`src/rtl/sm83_bus_pkg.sv`:
```
// Shared types and helpers for the sm83 internal-bus arbiter:
// FSM state encoding, the precharged bus level and the round-robin pick function.
package sm83_bus_pkg;

    typedef enum logic [1:0] {
        IDLE = 2'd0,
        PCHG = 2'd1,
        EVAL = 2'd2
    } bus_state_t;

    localparam logic BUS_IDLE_LEVEL = 1'b1;

    localparam int MAX_REQ = 8;
    localparam int PTR_W   = 3;

    // First set request at or after ptr, wrapping modulo n; one-hot result, zero if none.
    function automatic logic [MAX_REQ-1:0] rr_pick(
        input logic [MAX_REQ-1:0] req,
        input logic [PTR_W-1:0]   ptr,
        input int unsigned        n
    );
        logic [MAX_REQ-1:0] onehot;
        logic [PTR_W-1:0]   idx;
        onehot = '0;
        for (int unsigned k = 0; k < MAX_REQ; k++) begin
            idx = PTR_W'((32'(ptr) + k) % n);
            if ((k < n) && (onehot == '0) && req[idx]) begin
                onehot[idx] = 1'b1;
            end
        end
        return onehot;
    endfunction

endpackage

```
`src/rtl/sm83_rr_picker.sv`:
```
// Combinational round-robin priority select: one-hot winner plus its index.
module sm83_rr_picker
    import sm83_bus_pkg::*;
#(
    parameter int N_REQ = 4,
    parameter int IDX_W = $clog2(N_REQ)
) (
    input  logic [N_REQ-1:0] req,
    input  logic [IDX_W-1:0] ptr,
    output logic [N_REQ-1:0] gnt,
    output logic [IDX_W-1:0] idx
);

    logic [MAX_REQ-1:0] pick_full;
    logic               unused_hi;

    always_comb begin
        pick_full = rr_pick(MAX_REQ'(req), PTR_W'(ptr), N_REQ);
        gnt       = pick_full[N_REQ-1:0];
        idx       = '0;
        for (int i = 0; i < N_REQ; i++) begin
            if (gnt[i]) begin
                idx = IDX_W'(i);
            end
        end
    end

    // Bits above N_REQ are always zero; folded here so they count as consumed.
    assign unused_hi = ^pick_full;

endmodule

```
`src/rtl/sm83_bus_arbiter.sv`:
```
// Arbiter for the precharged wired-NOR internal bus: round-robin grant,
// precharge/evaluate beats, burst-length limit and abort on dropped request.
module sm83_bus_arbiter
    import sm83_bus_pkg::*;
#(
    parameter int N_REQ     = 4,
    parameter int W         = 8,
    parameter int PCHG_CYC  = 1,
    parameter int MAX_BEATS = 4
) (
    input  logic               clk,
    input  logic               reset_n,
    input  logic [N_REQ-1:0]   req,
    input  logic [N_REQ-1:0]   last,
    input  logic [N_REQ*W-1:0] wdata,
    output logic [N_REQ-1:0]   gnt,
    output logic               pchg,
    output logic               bus_valid,
    output logic [W-1:0]       bus_data,
    output logic               forced
);

    localparam int IDX_W = $clog2(N_REQ);
    localparam int BW    = $clog2(MAX_BEATS + 1);
    localparam int PW    = $clog2(PCHG_CYC + 1);

    localparam logic [PW-1:0]    PCHG_LAST  = PW'(PCHG_CYC - 1);
    localparam logic [BW-1:0]    BEAT_LIMIT = BW'(MAX_BEATS);
    localparam logic [IDX_W-1:0] IDX_TOP    = IDX_W'(N_REQ - 1);

    bus_state_t       state;
    logic [IDX_W-1:0] g_idx;
    logic [IDX_W-1:0] rr_ptr;
    logic [BW-1:0]    beat_cnt;
    logic [PW-1:0]    pchg_cnt;

    logic [N_REQ-1:0] pick_gnt;
    logic [IDX_W-1:0] pick_idx;
    logic [IDX_W-1:0] next_ptr;
    logic [BW-1:0]    beat_next;
    logic             own_req;
    logic             own_last;
    logic [W-1:0]     own_data;

    sm83_rr_picker #(
        .N_REQ (N_REQ)
    ) u_picker (
        .req (req),
        .ptr (rr_ptr),
        .gnt (pick_gnt),
        .idx (pick_idx)
    );

    // Only the granted requester's lines matter; everything else is ignored.
    always_comb begin
        next_ptr  = (g_idx == IDX_TOP) ? '0 : g_idx + IDX_W'(1);
        beat_next = beat_cnt + BW'(1);
        own_req   = req[g_idx];
        own_last  = last[g_idx];
        own_data  = wdata[g_idx*W +: W];
    end

    always_ff @(posedge clk or negedge reset_n) begin
        if (!reset_n) begin
            state     <= IDLE;
            gnt       <= '0;
            g_idx     <= '0;
            rr_ptr    <= '0;
            beat_cnt  <= '0;
            pchg_cnt  <= '0;
            pchg      <= 1'b0;
            bus_valid <= 1'b0;
            bus_data  <= {W{BUS_IDLE_LEVEL}};
            forced    <= 1'b0;
        end else begin
            forced <= 1'b0;
            case (state)
                IDLE: begin
                    if (|req) begin
                        gnt      <= pick_gnt;
                        g_idx    <= pick_idx;
                        state    <= PCHG;
                        pchg     <= 1'b1;
                        pchg_cnt <= '0;
                        beat_cnt <= '0;
                    end
                end

                PCHG: begin
                    if (!own_req) begin
                        gnt      <= '0;
                        state    <= IDLE;
                        pchg     <= 1'b0;
                        rr_ptr   <= next_ptr;
                        beat_cnt <= '0;
                    end else if (pchg_cnt == PCHG_LAST) begin
                        state     <= EVAL;
                        pchg      <= 1'b0;
                        bus_valid <= 1'b1;
                        bus_data  <= ~own_data;
                    end else begin
                        pchg_cnt <= pchg_cnt + PW'(1);
                    end
                end

                EVAL: begin
                    bus_valid <= 1'b0;
                    bus_data  <= {W{BUS_IDLE_LEVEL}};
                    // A requester-marked last beat wins over the limit, so forced stays low then.
                    if (own_last || (beat_next == BEAT_LIMIT)) begin
                        gnt      <= '0;
                        state    <= IDLE;
                        rr_ptr   <= next_ptr;
                        beat_cnt <= '0;
                        forced   <= ~own_last;
                    end else begin
                        state    <= PCHG;
                        pchg     <= 1'b1;
                        pchg_cnt <= '0;
                        beat_cnt <= beat_next;
                    end
                end

                default: begin
                    state     <= IDLE;
                    gnt       <= '0;
                    pchg      <= 1'b0;
                    bus_valid <= 1'b0;
                    bus_data  <= {W{BUS_IDLE_LEVEL}};
                end
            endcase
        end
    end

endmodule

```
`config.mk`:
```
export PLATFORM = sky130hd
export DESIGN_NAME = sm83_bus_arbiter
export DESIGN_NICKNAME = d
export VERILOG_FILES = /design/src/rtl/sm83_bus_pkg.sv /design/src/rtl/sm83_rr_picker.sv /design/src/rtl/sm83_bus_arbiter.sv
export SDC_FILE = /design/constraint.sdc
export NUM_CORES = 1
export LEC_CHECK = 0
export ABC_AREA = 0
export CAP_MARGIN = 20
export CORE_MARGIN = 2
export CORE_UTILIZATION = 65
export DETAILED_ROUTE_END_ITERATION = 6
export DONT_BUFFER_PORTS = 1
export PLACE_DENSITY = 0.81
export SYNTH_ARGS = -nofsm -noshare
export SYNTH_HDL_FRONTEND = slang
export SYNTH_HIERARCHICAL = 1
export SYNTH_SLANG_ARGS = --single-unit
```
`constraint.sdc`:
```
create_clock -name clk -period 6.75 [get_ports clk]
set_input_delay 0.675 -clock clk [delete_from_list [all_inputs] [get_ports clk]]
set_output_delay 0.675 -clock clk [all_outputs]
set_load 0.05 [all_outputs]
```
==> metrics.md, run 1 <==
| Metric | Value |
|---|---|
| Core area | `2810 um2` |
| Gr usage total | `27.0%` |
| Setup Viol. Count Final | `0` |
| Warnings from Yosys | `6` |
| Final setup margin | `3380 ps` |
| Root buffer cell | `clkbuf_4` |
| Crit path kind | `reg -> reg` |
| #FFs+latches synth | `24` |
| Slowest cell on the critical path | `dfrtp_1` |
| Setup TNS | `0 ps` |
| Leakage power | `0.818 nW` |
| I/O Buffers | `0` |
| Final WL | `4360 um` |
| Post-synthesis sequential area ratio | `31.4%` |
| Die X-Extent | `58.7 um` |
| Placed insts | `199` |
| Ratio of cells with drive above 1 in the final layout | `23.8%` |
| Worst-skew pair later-pin latency | `320 ps` |
| Unique masters post-synth | `52` |
| Vias | `1504` |
| Avg Inst Size Synth | `11.1 um2` |
| EDFF count, synth | `0` |
| Max Clock Skew | `14.2 ps` |
| PD cells | `577 nW/um2` |
| Grt ovf | `0` |
| Die ar. | `3450 um2` |
| Starting density of the core | `69.4%` |
| Unrepaired setup endpoints after global routing | `false` |
| Outcome | `complete, but fails checks` |
| Max incr delay on CP | `650 ps` |
| Fillers | `196` |
| Sink Count | `24` |
| Worst EP arrival | `3570 ps` |
| 1st-pass router iterations | `6` |
| Final Max Slew Viols | `0` |
| Num rows | `19` |
| Top Ports | `57` |
| Crit path cell chain | `inv_1, ha_1, mux4_2, o21a_2, a21o_1, o41a_1, a311oi_2, o21ai_1, mux2_2` |
| HPWL after DPL | `3330 um` |
| DR iter-0 viols | `146` |
| Post-Synthesis Cells | `176` |
| Hold WC Path Type | `in -> async` |
| Tmin final | `3370 ps` |
| Htree depth | `1` |
| Worst Max-Slew Pin Slew | `761 ps` |
| Post-CTS Setup Inserts | `0` |
| Failing checks | `design-rule violations` |
| Post-Place Setup Slack | `3440 ps` |
| DR WL/cell | `21.5 um` |
| Initial antenna violation count | `0` |
| Worst-path clk slew | `140 ps` |
| Die Ht | `58.7 um` |
| Mean number of vias per cell | `7.41` |
| Fin crit share | `50.0%` |
| Worst rel slew slack | `48.9%` |
| Post-Syn Nets | `229` |
| Max Clock Freq | `296 MHz` |
| Maximum vdd ir drop | `364 uV` |
| Largest net degree at the start of global routing | `25` |
| Vias in the first global route | `1510` |
| Cts repair resizes | `0` |
| Final ANT Viol Nets | `0` |
| First-pass GRT wire length | `7040 um` |
| Ys async rst share | `100%` |
| CP Launch Type | `flip-flop` |
| Max_cap viols | `0` |
| Tot Pwr | `1.15 mW` |
| Worst-path maximum fanout | `13` |
| Fin cells | `203` |
| Drt drc | `7` |
| CP required | `6950 ps` |
| Num CTS Buffers | `3` |
| Top-count cell post-synth | `dfrtp_1` |
| Post-synth top cells | `16 x dfrtp_1, 14 x nand2_1, 12 x inv_1, 11 x ha_1, 10 x mux4_2` |
| Final GP Congestion | `0.882` |
| Final hold slack | `28.4 ps` |
| Yosys top cell area share | `20.6%` |
| Post-Syn Area | `1950 um2` |
| Nets | `226` |
| # hold bufs at CTS | `0` |
| Synth area leader | `dfrtp_1` |
| Diodes inserted | `0` |
| Hold Violations, Final | `0` |
| Layout area overhead | `2.38%` |
| Area contributors post-synth | `dfrtp_1 21%, mux4_2 12%, dfstp_2 11%` |
| CTS tree | `done` |
| Post-synth top flop | `dfrtp_1` |
| Max Root-Sink Buffers | `2` |
| CP Capture Type | `flip-flop` |
-- critical path: cells and delay by family (launching register included) --
| kind | cells | cell delay, ps |
|---|---|---|
| buffers and inverters | 1 | 190 |
| flip-flops | 1 | 650 |
| adder cells (fa/ha/maj) | 1 | 370 |
| multiplexers | 2 | 850 |
| AO/OA/AOI/OAI | 5 | 1200 |
-- metal layers --
layer | track usage (%) | routed length, um | vias to the layer above | part of all wire (%)
li1 | - | - | 694 | -
met5 | 0 | 0 | - | 0
met3 | 5.05 | 362 | 6 | 8.3
met2 | 46.9 | 2260 | 72 | 52
met4 | 7.47 | 48 | 0 | 1.1
met1 | 34.8 | 1690 | 732 | 39
-- worst paths after layout --
check / cells past startpoint / slack, ps / endpoint / from
setup / recovery: 9 / 3380 / g_idx[0]$_DFFE_PN0P_ / rr_ptr[0]$_DFFE_PN0P_
hold / removal: 0 / 30 / beat_cnt[0]$_DFFE_PN0P_ / reset_n
setup reg to reg: 9 / 3380 / g_idx[0]$_DFFE_PN0P_ / rr_ptr[0]$_DFFE_PN0P_
hold reg to reg: 1 / 520 / beat_cnt[2]$_DFFE_PN0P_ / beat_cnt[2]$_DFFE_PN0P_
max in group asynchronous: 0 / 6550 / bus_data[0]$_DFFE_PN1P_ / reset_n
min in group clk: 1 / 520 / beat_cnt[2]$_DFFE_PN0P_ / beat_cnt[2]$_DFFE_PN0P_
-- registers in the layout (all words and copies together) (netlist names) --
signal,cells
gnt,4
state,2
rr_ptr,2
forced,1
g_idx,2
bus_valid,1
beat_cnt,3
bus_data,8
pchg,1
-- cell type report --
type	count	area, um2	area share (%)
sequential	24	611	30.7
clock inverter	1	30.0	1.51
inverter	12	45.0	2.26
tap	31	38.8	1.95
clock buffer	3	22.5	1.13
multi-input combinational	132	1240	62.5
-- kinds of logic after synthesis --
group | Yosys count | share of synthesized area, %
DFF | 24 | 31.4
xor gates and xnor gates | 1 | 0.450
adders and majority gates | 11 | 7.07
muxes | 22 | 21.4
buffers and inverters | 20 | 4.63
and+or+nand+nor | 39 | 10.1
AOI/OAI and AO/OA | 59 | 25.0
-- report_power, final --
part           leakage, nW  switching (mW)  internal (mW)  total, mW
clock network       0.0279          0.0421         0.0600      0.102
logic                0.501           0.319          0.315      0.634
registers            0.289           0.203          0.210      0.413
total                0.818           0.565          0.585       1.15
-- cell usage in the layout (no fill, tap or decap), drive strengths merged, types with 2 or more instances in the layout --
cell type,netlist,layout
a31oi,3,3
mux2,4,4
a221o,5,5
inv,12,12
and3,2,2
o21a,3,3
a22oi,3,3
a21boi,5,5
or2,3,3
ha,11,11
mux4,14,14
a2111oi,2,2
nand3,2,2
mux2i,4,4
a211oi,2,2
o21ai,7,7
or3,2,2
nor2,6,6
nand2b,3,3
nand2,15,15
nor3,3,3
dfstp,8,8
a21o,3,3
o22ai,3,3
a2bb2oi,8,8
clkbuf,6,3
a21oi,3,3
dfrtp,16,16
a32o,3,3
-- per-stage QoR --
step | utilization, % | cell area (um2)
after floorplan | - | 1950
after global placement | 69.1 | 1940
after detailed placement | 69.1 | 1940
after CTS | 71.0 | 1990
after global routing | 71.0 | 1990
final | 71.0 | 1990
Note: power is estimated with default switching activity, not from simulation.
==> run 2, diff against run 1 <==
- CORE_UTILIZATION: 65 -> 63
- PLACE_DENSITY: 0.81 -> 0.79
- clock period: 6.75 -> 3.45 ns (I/O delays scaled with it)
==> run 2 against run 1 <==
  * Critical path type unchanged
  * Largest cell class unchanged
  * Sequential cell count stayed put
  * Sequential power is 82% higher
  * Sequential share of layout area shrank 0.64 points
  * Clock-buffer cell count is the same
  * Global-route usage shrank 0.56 points
  * The run now ends clean
  * Clock power increased by 100%
  * Critical path depth is the same
==> metrics.md, run 2 (synthesis results as in run 1) <==
| Metric | Value |
|---|---|
| Die ar. | `3550 um2 (+3.0%)` |
| Leakage power | `0.840 nW (+2.6%)` |
| I/O Buffers | `0 (unchanged)` |
| Mean number of vias per cell | `7.37 (-0.55%)` |
| Post-CTS Setup Inserts | `0 (unchanged)` |
| Cts repair resizes | `0 (unchanged)` |
| Most common cell after layout, fill and taps aside | `dfrtp_1` |
| Htree depth | `1 (unchanged)` |
| First-pass GRT wire length | `7030 um (-0.18%)` |
| Worst reg-to-reg setup slack | `230 ps (-3140 ps)` |
| Worst Max-Slew Pin Slew | `804 ps (+43.8 ps)` |
| Most frequent cells in the layout | `16 x dfrtp_1, 14 x nand2_1, 12 x inv_1` |
| Tot Pwr | `2.29 mW (+100%)` |
| Outcome | `complete, no violations` |
| Crit path kind | `reg -> reg` |
| Final WL | `4320 um (-0.92%)` |
| Nets | `230 (+1.8%)` |
| Die Ht | `59.6 um (+1.5%)` |
| Unrepaired setup endpoints after global routing | `false` |
| Ratio of cells with drive above 1 in the final layout | `25.0% (+1.2 points)` |
| Vias | `1540 (+2.4%)` |
| Worst rel slew slack | `46.0% (-2.9 points)` |
| Fin crit share | `93.2% (+43 points)` |
| HPWL after DPL | `3280 um (-1.3%)` |
| Num rows | `20 (+1)` |
| CP Launch Type | `flip-flop` |
| Max Clock Freq | `311 MHz (+4.9%)` |
| Final setup margin | `235 ps (-3140 ps)` |
| Root buffer cell | `clkbuf_4` |
| CTS tree | `done` |
| Setup Viol. Count Final | `0 (unchanged)` |
| Initial antenna violation count | `0 (unchanged)` |
| Regs by FF count | `bus_data x8, gnt x4, beat_cnt x3` |
| Largest register by flop count | `bus_data` |
| 1st-pass router iterations | `4 (-2)` |
| # hold bufs at CTS | `1 (+1)` |
| Final ANT Viol Nets | `0 (unchanged)` |
| Largest register FFs | `8 (unchanged)` |
| Worst-path maximum fanout | `10 (-3)` |
| Diodes inserted | `0 (unchanged)` |
| Post-Place Setup Slack | `277 ps (-3160 ps)` |
| Setup TNS | `0 ps (unchanged)` |
| Final Max Slew Viols | `0 (unchanged)` |
| Sink Count | `24 (unchanged)` |
| DR WL/cell | `20.7 um (-3.8%)` |
| Layout area overhead | `4.57%` |
| DR iter-0 viols | `91 (-38%)` |
| Max Clock Skew | `3.48 ps (-10.7 ps)` |
| CP Capture Type | `flip-flop` |
| Tmin final | `3220 ps (-159 ps)` |
| Hold WC Path Type | `in -> reg` |
| Final GP Congestion | `1.05 (+19%)` |
| Grt ovf | `0 (unchanged)` |
| Maximum vdd ir drop | `542 uV (+49%)` |
| Max_cap viols | `0 (unchanged)` |
| Drt drc | `0 (-7)` |
| Worst-path clk slew | `130 ps (about the same)` |
| Gr usage total | `26.4% (-0.56 points)` |
| Largest net degree at the start of global routing | `25 (unchanged)` |
| Vias in the first global route | `1553 (+2.8%)` |
| Worst-skew pair later-pin latency | `330 ps (about the same)` |
| Max Root-Sink Buffers | `2 (unchanged)` |
| PD cells | `1130 nW/um2 (+95%)` |
| Worst EP arrival | `3440 ps (-130 ps)` |
| Top Ports | `57 (unchanged)` |
| Num CTS Buffers | `3 (unchanged)` |
| Final core utilization | `67.8% (-3.3 points)` |
| CP required | `3680 ps (-3270 ps)` |
| Hold Violations, Final | `0 (unchanged)` |
| Starting density of the core | `64.8% (-4.6 points)` |
| Die X-Extent | `59.6 um (+1.5%)` |
| Core area | `3000 um2 (+7.0%)` |
==> run 2: changes by cell type in the layout (fill, tap and decap cells not counted), sizes merged <==
cell,delta
dlygate4sd3,+1
buf,+3
==> run 2: critical path: stages, from the launching register on <==
cell and delay, ps:
dfrtp_1 550, inv_1 150, ha_1 340, mux4_2 570
o21a_2 170, a21o_1 170, o41a_1 450, a311oi_2 330
o21ai_1 110, mux2_2 270
==> run 2: cell type report <==
cell class / count / area, um2
Multi-Input combinational cell: 132 / 1240
Sequential cell: 24 / 611
Fill cell: 234 / 968
Timing Repair Buffer: 4 / 40.0
Clock buffer: 3 / 22.5
Tap cell: 33 / 41.3
Clock inverter: 1 / 30.0
Inverter: 12 / 45.0
==> run 2: where the power goes <==
| part | internal (mW) | total (mW) | switching [mW] |
|---|---|---|---|
| clock | 0.118 | 0.207 | 0.0889 |
| combinational | 0.632 | 1.33 | 0.702 |
| sequential | 0.411 | 0.753 | 0.342 |
==> run 2: metal layers <==
layer | share of wire (%) | GRT usage [%]
met1 | 41 | 33.9
met3 | 7.1 | 5.24
met4 | 2.1 | 9.84
met5 | 0 | 0
met2 | 50 | 44.3
==> run 2: per-stage QoR <==
step / cell area (um2) / std cells / hold WS [ps]
finish: 2030 / 209 / 261
global route: 2030 / 209 / 259
CTS: 2020 / 208 / 263
detailed placement: 1960 / 203 / 50.3
global placement: 1960 / 203 / 50.3
floorplan: 1950 / 176 / 49.4
==> run 2: final timing paths <==
kind / endpoint / cells after the start / start
min reg2reg: beat_cnt[2]$_DFFE_PN0P_ / 1 / beat_cnt[2]$_DFFE_PN0P_
min in group asynchronous: rr_ptr[1]$_DFFE_PN0P_ / 1 / reset_n
max reg2reg: g_idx[0]$_DFFE_PN0P_ / 9 / rr_ptr[1]$_DFFE_PN0P_
min: bus_data[1]$_DFFE_PN1P_ / 2 / wdata[25]
max: g_idx[0]$_DFFE_PN0P_ / 9 / rr_ptr[1]$_DFFE_PN0P_
max in group asynchronous: bus_data[3]$_DFFE_PN1P_ / 2 / reset_n
